<file path="src/rtl/icache_refill_ctrl_pkg.sv">
// ============================================================================
// icache_refill_ctrl_pkg : shared widths and refill FSM encoding
// Rev 1.0
// ============================================================================
`default_nettype none

package icache_refill_ctrl_pkg;

   localparam int ADDR_WIDTH         = 32;
   localparam int ICACHE_BLOCK_WIDTH = 64;
   localparam int DRAM_BEAT_WIDTH    = 32;

   typedef enum logic [2:0] {
      ST_IDLE    = 3'd0,
      ST_REQ     = 3'd1,
      ST_COLLECT = 3'd2,
      ST_DRAIN   = 3'd3,
      ST_FILL    = 3'd4
   } refill_state_e;

   // Beat counter width; a single-beat line still needs one bit.
   function automatic int cnt_width(input int nbeats);
      return (nbeats > 1) ? $clog2(nbeats) : 1;
   endfunction

endpackage

`default_nettype wire

</file>
<file path="src/rtl/icache_refill_ctrl_beat_assembler.sv">
// ============================================================================
// refill_beat_assembler : counts DRAM beats and packs them into one line
// Rev 1.0
// ============================================================================
`default_nettype none

module refill_beat_assembler #(
   parameter int BLOCK_WIDTH = icache_refill_ctrl_pkg::ICACHE_BLOCK_WIDTH,
   parameter int BEAT_WIDTH  = icache_refill_ctrl_pkg::DRAM_BEAT_WIDTH
) (
   input  logic                   clk,
   input  logic                   rst,
   input  logic                   clear_i,
   input  logic                   beat_valid_i,
   input  logic [BEAT_WIDTH-1:0]  beat_data_i,
   output logic                   last_beat_o,
   output logic [BLOCK_WIDTH-1:0] line_data_o
);
   import icache_refill_ctrl_pkg::*;

   localparam int NBEATS = BLOCK_WIDTH / BEAT_WIDTH;
   localparam int CNT_W  = cnt_width(NBEATS);
   localparam logic [CNT_W-1:0] LAST_CNT = CNT_W'(NBEATS - 1);

   logic [CNT_W-1:0]       beat_cnt_q;
   logic [BLOCK_WIDTH-1:0] line_q;

   always_ff @(posedge clk) begin
      if (rst) begin
         beat_cnt_q <= '0;
      end else if (clear_i) begin
         beat_cnt_q <= '0;
      end else if (beat_valid_i) begin
         beat_cnt_q <= (beat_cnt_q == LAST_CNT) ? '0 : beat_cnt_q + 1'b1;
      end
   end

   generate
      if (NBEATS > 1) begin : g_multi_beat
         always_ff @(posedge clk) begin
            if (rst) begin
               line_q <= '0;
            end else if (beat_valid_i && !clear_i) begin
               line_q[beat_cnt_q*BEAT_WIDTH +: BEAT_WIDTH] <= beat_data_i;
            end
         end
      end else begin : g_single_beat
         always_ff @(posedge clk) begin
            if (rst) begin
               line_q <= '0;
            end else if (beat_valid_i && !clear_i) begin
               line_q <= beat_data_i;
            end
         end
      end
   endgenerate

   assign last_beat_o = (beat_cnt_q == LAST_CNT);
   assign line_data_o = line_q;

endmodule

`default_nettype wire

</file>
<file path="src/rtl/icache_refill_ctrl.sv">
// ============================================================================
// icache_refill_ctrl : icache miss refill FSM with branch-recovery flush
// Rev 1.0
// ============================================================================
`default_nettype none

module icache_refill_ctrl #(
   parameter int ADDR_WIDTH  = icache_refill_ctrl_pkg::ADDR_WIDTH,
   parameter int BLOCK_WIDTH = icache_refill_ctrl_pkg::ICACHE_BLOCK_WIDTH,
   parameter int BEAT_WIDTH  = icache_refill_ctrl_pkg::DRAM_BEAT_WIDTH
) (
   input  logic                   clk,
   input  logic                   rst,
   input  logic                   miss_valid_i,
   input  logic [ADDR_WIDTH-1:0]  miss_addr_i,
   input  logic                   flush_i,
   output logic                   busy_o,
   output logic                   dram_req_valid_o,
   input  logic                   dram_req_ready_i,
   output logic [ADDR_WIDTH-1:0]  dram_req_addr_o,
   input  logic                   dram_rsp_valid_i,
   input  logic [BEAT_WIDTH-1:0]  dram_rsp_data_i,
   output logic                   fill_valid_o,
   output logic [ADDR_WIDTH-1:0]  fill_addr_o,
   output logic [BLOCK_WIDTH-1:0] fill_data_o
);
   import icache_refill_ctrl_pkg::*;

   localparam int OFF = $clog2(BLOCK_WIDTH / 8);
   localparam logic [ADDR_WIDTH-1:0] LINE_MASK = ~ADDR_WIDTH'((64'd1 << OFF) - 64'd1);

   refill_state_e         state_q;
   logic [ADDR_WIDTH-1:0] addr_q;
   logic [ADDR_WIDTH-1:0] line_addr;
   logic                  accept_miss;
   logic                  beat_valid;
   logic                  last_beat;

   assign line_addr   = miss_addr_i & LINE_MASK;
   assign accept_miss = (state_q == ST_IDLE) && miss_valid_i && !flush_i;
   // Beats outside COLLECT/DRAIN are protocol violations and never reach the counter.
   assign beat_valid  = dram_rsp_valid_i && ((state_q == ST_COLLECT) || (state_q == ST_DRAIN));

   refill_beat_assembler #(
      .BLOCK_WIDTH (BLOCK_WIDTH),
      .BEAT_WIDTH  (BEAT_WIDTH)
   ) u_beat_asm (
      .clk          (clk),
      .rst          (rst),
      .clear_i      (accept_miss),
      .beat_valid_i (beat_valid),
      .beat_data_i  (dram_rsp_data_i),
      .last_beat_o  (last_beat),
      .line_data_o  (fill_data_o)
   );

   always_ff @(posedge clk) begin
      if (rst) begin
         state_q <= ST_IDLE;
         addr_q  <= '0;
      end else begin
         case (state_q)
            ST_IDLE: begin
               if (accept_miss) begin
                  addr_q  <= line_addr;
                  state_q <= ST_REQ;
               end
            end
            ST_REQ: begin
               if (dram_req_ready_i) begin
                  state_q <= flush_i ? ST_DRAIN : ST_COLLECT;
               end else if (flush_i) begin
                  state_q <= ST_IDLE;
               end
            end
            ST_COLLECT: begin
               // A flush still lets the in-flight beats arrive; only the fill is cancelled.
               if (beat_valid && last_beat) begin
                  state_q <= flush_i ? ST_IDLE : ST_FILL;
               end else if (flush_i) begin
                  state_q <= ST_DRAIN;
               end
            end
            ST_DRAIN: begin
               if (beat_valid && last_beat) begin
                  state_q <= ST_IDLE;
               end
            end
            ST_FILL: begin
               state_q <= ST_IDLE;
            end
            default: begin
               state_q <= ST_IDLE;
            end
         endcase
      end
   end

   assign busy_o           = (state_q != ST_IDLE);
   assign dram_req_valid_o = (state_q == ST_REQ);
   assign dram_req_addr_o  = addr_q;
   assign fill_valid_o     = (state_q == ST_FILL);
   assign fill_addr_o      = addr_q;

endmodule

`default_nettype wire

</file>
<file path="config.mk">
export PLATFORM = sky130hd
export DESIGN_NAME = icache_refill_ctrl
export DESIGN_NICKNAME = d
export VERILOG_FILES = /design/src/rtl/icache_refill_ctrl_pkg.sv /design/src/rtl/icache_refill_ctrl_beat_assembler.sv /design/src/rtl/icache_refill_ctrl.sv
export SDC_FILE = /design/constraint.sdc
export NUM_CORES = 1
export LEC_CHECK = 0
export CAP_MARGIN = 20
export CORE_ASPECT_RATIO = 1.2
export CORE_MARGIN = 3
export CORE_UTILIZATION = 45
export CTS_BUF_LIST = sky130_fd_sc_hd__clkbuf_4 sky130_fd_sc_hd__clkbuf_8
export CTS_CLUSTER_SIZE = 25
export DETAILED_ROUTE_END_ITERATION = 8
export PLACE_DENSITY = 0.87
export SYNTH_ARGS = -nofsm -noshare
export SYNTH_HDL_FRONTEND = slang
export SYNTH_HIERARCHICAL = 1
export SYNTH_SLANG_ARGS = --single-unit
</file>
<file path="constraint.sdc">
create_clock -name clk -period 3.3 [get_ports clk]
set_clock_uncertainty 0.2 [all_clocks]
set_input_delay 0.33 -clock clk [delete_from_list [all_inputs] [get_ports clk]]
set_output_delay 0.33 -clock clk [all_outputs]
set_load 0.1 [all_outputs]
</file>
# Word-level counts from Yosys, hierarchy flattened
# Cells that the tools add are included.
dict set report op_classes {
  n_bitwise 0
  n_reduce_logical 13
  eq_ne 8
  muxes 11
  n_mul 0
  shift 2
  n_div 0
  order_cmp 0
  n_addsub 2
}
# op count
set ops {}
lappend ops {{bitwise mux 64 bit} 1}
lappend ops {{variable shift 32 x 34 -> 64 bit (first input constant)} 1}
lappend ops {{variable part select 32 x 34 -> 64 bit} 1}
lappend ops {{negator 6 -> 34 bit} 1}
lappend ops {{2-to-1 mux 3 bit} 7}
lappend ops {{one-hot mux 3 bit (4 select lines)} 1}
lappend ops {{equality test 3 x 2 -> 1 bit (second input constant)} 2}
lappend ops {{inequality test 3 x 2 -> 1 bit (second input constant)} 2}
lappend ops {{logical AND 1 bit} 5}
lappend ops {{inequality test 2 x 1 -> 1 bit (second input constant)} 2}
lappend ops {{AND reduction 4 bit} 1}
lappend ops {{equality test 3 x 1 -> 1 bit (second input constant)} 1}
lappend ops {{equality test 3 bit (second input constant)} 1}
lappend ops {{logical NOT 3 bit} 1}
lappend ops {{nonzero test 3 bit} 1}
lappend ops {{logical NOT 1 bit} 2}
lappend ops {{2-to-1 mux 1 bit} 2}
lappend ops {{AND reduction 2 bit} 1}
lappend ops {{OR reduction 2 bit} 1}
lappend ops {{adder 1 bit (second input constant)} 1}
lappend ops {{logical OR 1 bit} 1}
dict set report totals {
  register_bits 97
  wordCells 40
  output_inout_bits 131
  n_memories 0
  ram_bits 0
  in_bits 70
  latchBits 0
  rom_bits 0
}

# Depth between registers and ports, before layout
dict set report logic_depth {
  ltp_word 6
  ltp_mapped 8
  mapped_depth_nobuf 5
}

# Hierarchy
# Netlist, hierarchy kept.
# mod area_per_inst_um2 cells_per_inst n_inst
set modules_own_cells {}
lappend modules_own_cells {refill_beat_assembler 2686.3 247 1}
lappend modules_own_cells {icache_refill_ctrl 1615.3 199 1}

# Worst setup path before layout
# No wires, ideal clock.
dict set report synth_path {
  kind {register -> output}
  start {register state_q[0]}
  end {output fill_valid_o}
  path_slack_ns 0.071
  arrival_time_ns 2.699
  path_stages_with_launch 3
  path_cell_list {dfxtp_1 -> buf_2 -> nor3b_1}
}
dict set report synth_via {
  elab_chain_cells 1
}
# element line_no
set synth_rtl {}
lappend synth_rtl {{start, declared} icache_refill_ctrl.sv:32} ;# refill_state_e state_q;
lappend synth_rtl {{start signal, assigned} icache_refill_ctrl.sv:71} ;# state_q <= flush_i ? ST_DRAIN : ST_COLLECT;
lappend synth_rtl {{start signal, assigned} icache_refill_ctrl.sv:79} ;# state_q <= flush_i ? ST_IDLE : ST_FILL;
lappend synth_rtl {{equality test 3 bit} icache_refill_ctrl.sv:102} ;# assign fill_valid_o = (state_q == ST_FILL);
lappend synth_rtl {{end, declared} icache_refill_ctrl.sv:23} ;# output logic fill_valid_o,
# No other way between the ends.

# Worst setup path in the final report
dict set report layout_path {
  start {register state_q[0]}
  end {register u_beat_asm.line_q[2] (netlist: u_beat_asm/line_data_o[2])}
}
dict set report layout_via {
  elab_chain_cells 5
}
# element line_no
set layout_rtl {}
lappend layout_rtl {{logical NOT 3 bit} icache_refill_ctrl.sv:40} ;# assign accept_miss = (state_q == ST_IDLE) && miss_valid_i && !flush_i;
lappend layout_rtl {{logical AND 1 bit (2 in a row)} icache_refill_ctrl.sv:40}
lappend layout_rtl {{via accept_miss} icache_refill_ctrl.sv:35} ;# logic accept_miss;
lappend layout_rtl {{logical NOT 1 bit} icache_refill_ctrl_beat_assembler.sv:43} ;# end else if (beat_valid_i && !clear_i) begin
lappend layout_rtl {{logical AND 1 bit} icache_refill_ctrl_beat_assembler.sv:43}
lappend layout_rtl {{end signal, assigned by index} icache_refill_ctrl_beat_assembler.sv:44} ;# line_q[beat_cnt_q*BEAT_WIDTH +: BEAT_WIDTH] <= beat_data_i;
lappend layout_rtl {{end, declared} icache_refill_ctrl_beat_assembler.sv:26} ;# logic [BLOCK_WIDTH-1:0] line_q;
# The timed path passes the listed nets, and every way through them passes these cells.
# A chain may end at the register's enable or synchronous reset.

==> qor.csv <==
stage,metric,value,unit
status,status,finished clean,
placed_design,pre-CTS setup slack,782,ps
floorplanning,Die Ht,113,µm
pwr,Comb power frac,38.6,%
sta,"Setup violations, final",0,
cts,CTS tree,done,
cts,CTS Root Cell,clkbuf_8,
cts,"Reg clk slew, reported paths",90,ps
pwr,Power per Cell Area,555,nW/µm²
grt,vias in the first global route,3479,
pwr,sequential share of power,38.2,%
worst_hold_path,HP Class,register to register,
floorplanning,die area,10800,µm²
grt,antenna violations before repair,0,
sta,Max Clk Rate,407,MHz
worst_setup_path,Critical path origin,state_q[0]$_SDFFE_PP0P_,
pwr,total power,3410,µW
worst_setup_path,worst r2r src,state_q[0]$_SDFFE_PP0P_,
pwr,internal power,1980,µW
cts,hold-fix buffer count after cts,0,
pwr,VDD IR max,0.323,mV
cts,worst skew pair latency,350,ps
logic_synthesis,average size of a mapped cell,9.64,µm²
cts,H-tree levels,3,
routing,starting DRC count in detailed routing,105,
cts,cts repair resizes,0,
pwr,Switching Share,42.0,%
floorplanning,Row Count,38,
floorplanning,Core Region,9180,µm²
finish,layout cells sized above 1,7.39,%
floorplanning,Die X,95.3,µm
worst_setup_path,required time worst endpoint,3320,ps
routing,number of detailed-route iterations in the first pass,4,
routing,via count,3563,
sta,"Hold Violations, Final",0,
logic_synthesis,Synth top area share,45.1,%
routing,"antenna viol nets, final",0,
finish,nets,661,
worst_setup_path,Setup crit start kind,register,
logic_synthesis,number of enable flip-flop cells after synthesis,0,
routing,"wirelength, routed",11000,µm
finish,# diodes,0,
cts,CTS sink count,97,
logic_synthesis,Syn. warnings,6,
sta,portion of the clock cycle consumed by the worst path in the final layout,74.4,%
grt,GRT Total Usage,20.4,%
floorplanning,Initial Util,46.9,%
sta,Slew @ Worst Pin,1020,ps
floorplanning,I/O pin count,201,
sta,fin. max-slew vios,0,
finish,Final Instance Area,6140,µm²
finish,"most common cell after layout, fill and taps aside",clkdlybuf4s50_1,
cts,CTS buffer count,9,
logic_synthesis,Synth cell types,35,
worst_setup_path,reg2reg end,u_beat_asm/line_data_o[2]$_SDFFE_PP0P_,
routing,wire length per cell,15.4,µm
logic_synthesis,Synth Flop Type,dfxtp_1,
placed_design,Post-Place Cell Area,5940,µm²
routing,vias per cell,4.98,
placed_design,IO buf count,191,
placed_design,Final Wtd Congestion,0.759,
sta,final worst slack,845,ps
logic_synthesis,Post-synth ARST share,0,%
worst_setup_path,Worst Setup EP,u_beat_asm/line_data_o[2]$_SDFFE_PP0P_,
pwr,leakage power,0.00236,µW
finish,Layout area overhead,42.8,%
grt,GRT overflow,0,
sta,setup tns final,0,ps
sta,Worst slew margin,31.7,%
cts,Max Root-Sink Buffers,2,
logic_synthesis,largest area contributor in the synthesized netlist,dfxtp_1,
sta,Final min period,2460,ps
logic_synthesis,"top cells by area, synth","dfxtp_1, mux2i_1, nand2b_1, buf_4, nand3_1",
worst_setup_path,Critical Setup Path Class,register to register,
worst_setup_path,CP endpoint kind,register,
grt,first-pass GRT wire length,17300,µm
routing,DRC errors left,0,
worst_setup_path,cells on worst reg2reg path,5,
cts,# Post-CTS Setup Buffers,0,
pwr,Psw,1430,µW
worst_setup_path,CP arrival,2480,ps
sta,RSZ-0062 raised after global routing,no,
logic_synthesis,Mapped Cells,446,
logic_synthesis,sequential fraction of the synthesis area,45.1,%
worst_setup_path,crit path max fanout,31,
flow_run,# Max-Cap Violations,0,
worst_setup_path,R2R setup slack,840,ps
finish,most frequent cells in the layout,"clkdlybuf4s50_1, nand2b_1, dfxtp_1, mux2i_1, nand3_1",
logic_synthesis,"flops & latches, synth",97,
grt,largest net degree at the start of global routing,55,
placed_design,Post-DP HPWL,8070,µm
logic_synthesis,Synth Cell Area,4300,µm²
pwr,clock share of power,23.2,%
-- cells by family (layout without fill, tap and decap cells) --
group | after synthesis | count (layout) | synth area share (%)
AO/OA/AOI/OAI | 65 | 65 | 8.03
XOR/XNOR | 2 | 2 | 0.407
buffers and inverters | 70 | 214 | 10.5
flip-flops | 97 | 97 | 45.1
multiplexers | 64 | 64 | 14.9
other | 1 | 6 | 0.0872
AND/OR/NAND/NOR | 147 | 147 | 20.9
-- power groups by stage --
stage | clock network (µW) | registers (µW) | logic [µW]
6_report | 790 | 1300 | 1310
5_1_grt | 865 | 1310 | 1370
4_1_cts | 821 | 1300 | 1320
3_5_place_dp | 0 | 1330 | 1320
3_3_place_gp | 0 | 1320 | 1310
2_1_floorplan | 0 | 1750 | 644
-- cell type report --
cell class / count / area [µm²]
fill: 695 / 3030
sequential: 97 / 1940
multi-input combinational: 284 / 1930
timing repair buffer: 198 / 1920
clock buffer: 13 / 166
tap: 120 / 150
clock inverter: 2 / 37.5
inverter: 1 / 3.75
-- critical path, stage by stage, from the launching register on --
cell and delay (ps):
dfxtp_1 580, nor3_4 80, inv_2 350, nor2_1 210, or3b_1 670, mux2i_1 210
-- cells in the mapped netlist, drive strengths merged, types with 2 or more instances --
| master | count |
|---|---|
| mux2i | 64 |
| o21ai | 29 |
| nor3b | 3 |
| clkbuf | 19 |
| o211ai | 2 |
| nor2 | 5 |
| a21oi | 29 |
| nand3 | 30 |
| buf | 50 |
| nand2 | 2 |
| nor3 | 3 |
| dfxtp | 97 |
| nand2b | 98 |
-- flip-flops by register name (all words and copies together), names as in the netlist --
name                    count
u_beat_asm/line_data_o     64
dram_req_addr_o            29
u_beat_asm/last_beat_o      1
state_q                     3
-- metrics by stage --
stage / cells / hold WS, ps / utilization, %
final: 715 / 277 / 66.9
after global routing: 715 / 297 / 66.9
after CTS: 715 / 279 / 66.9
after detailed placement: 700 / 264 / 64.7
after global placement: 700 / 256 / 64.7
after floorplan: 451 / 207 / -
-- worst min-delay path by stage --
stage          slack, ps                               startpoint  depth (start not counted)                                 endpoint
2_1_floorplan        210                                  flush_i                          1                  state_q[2]$_SDFFE_PP0P_
3_3_place_gp         260  u_beat_asm/line_data_o[26]$_SDFFE_PP0P_                          2  u_beat_asm/line_data_o[26]$_SDFFE_PP0P_
3_5_place_dp         260  u_beat_asm/line_data_o[30]$_SDFFE_PP0P_                          2  u_beat_asm/line_data_o[30]$_SDFFE_PP0P_
4_1_cts              280  u_beat_asm/line_data_o[39]$_SDFFE_PP0P_                          2  u_beat_asm/line_data_o[39]$_SDFFE_PP0P_
5_1_grt              300  u_beat_asm/line_data_o[30]$_SDFFE_PP0P_                          2  u_beat_asm/line_data_o[30]$_SDFFE_PP0P_
6_report             280  u_beat_asm/line_data_o[26]$_SDFFE_PP0P_                          2  u_beat_asm/line_data_o[26]$_SDFFE_PP0P_
-- metal layers --
metal,up-vias,global-route usage [%],share of wire [%]
met5,-,0,0
met4,0,8.18,1.7
met3,12,7.78,12
met2,163,33.7,48
met1,1638,23.4,38
li1,1750,-,-
Note: power is estimated with default switching activity, not from simulation.
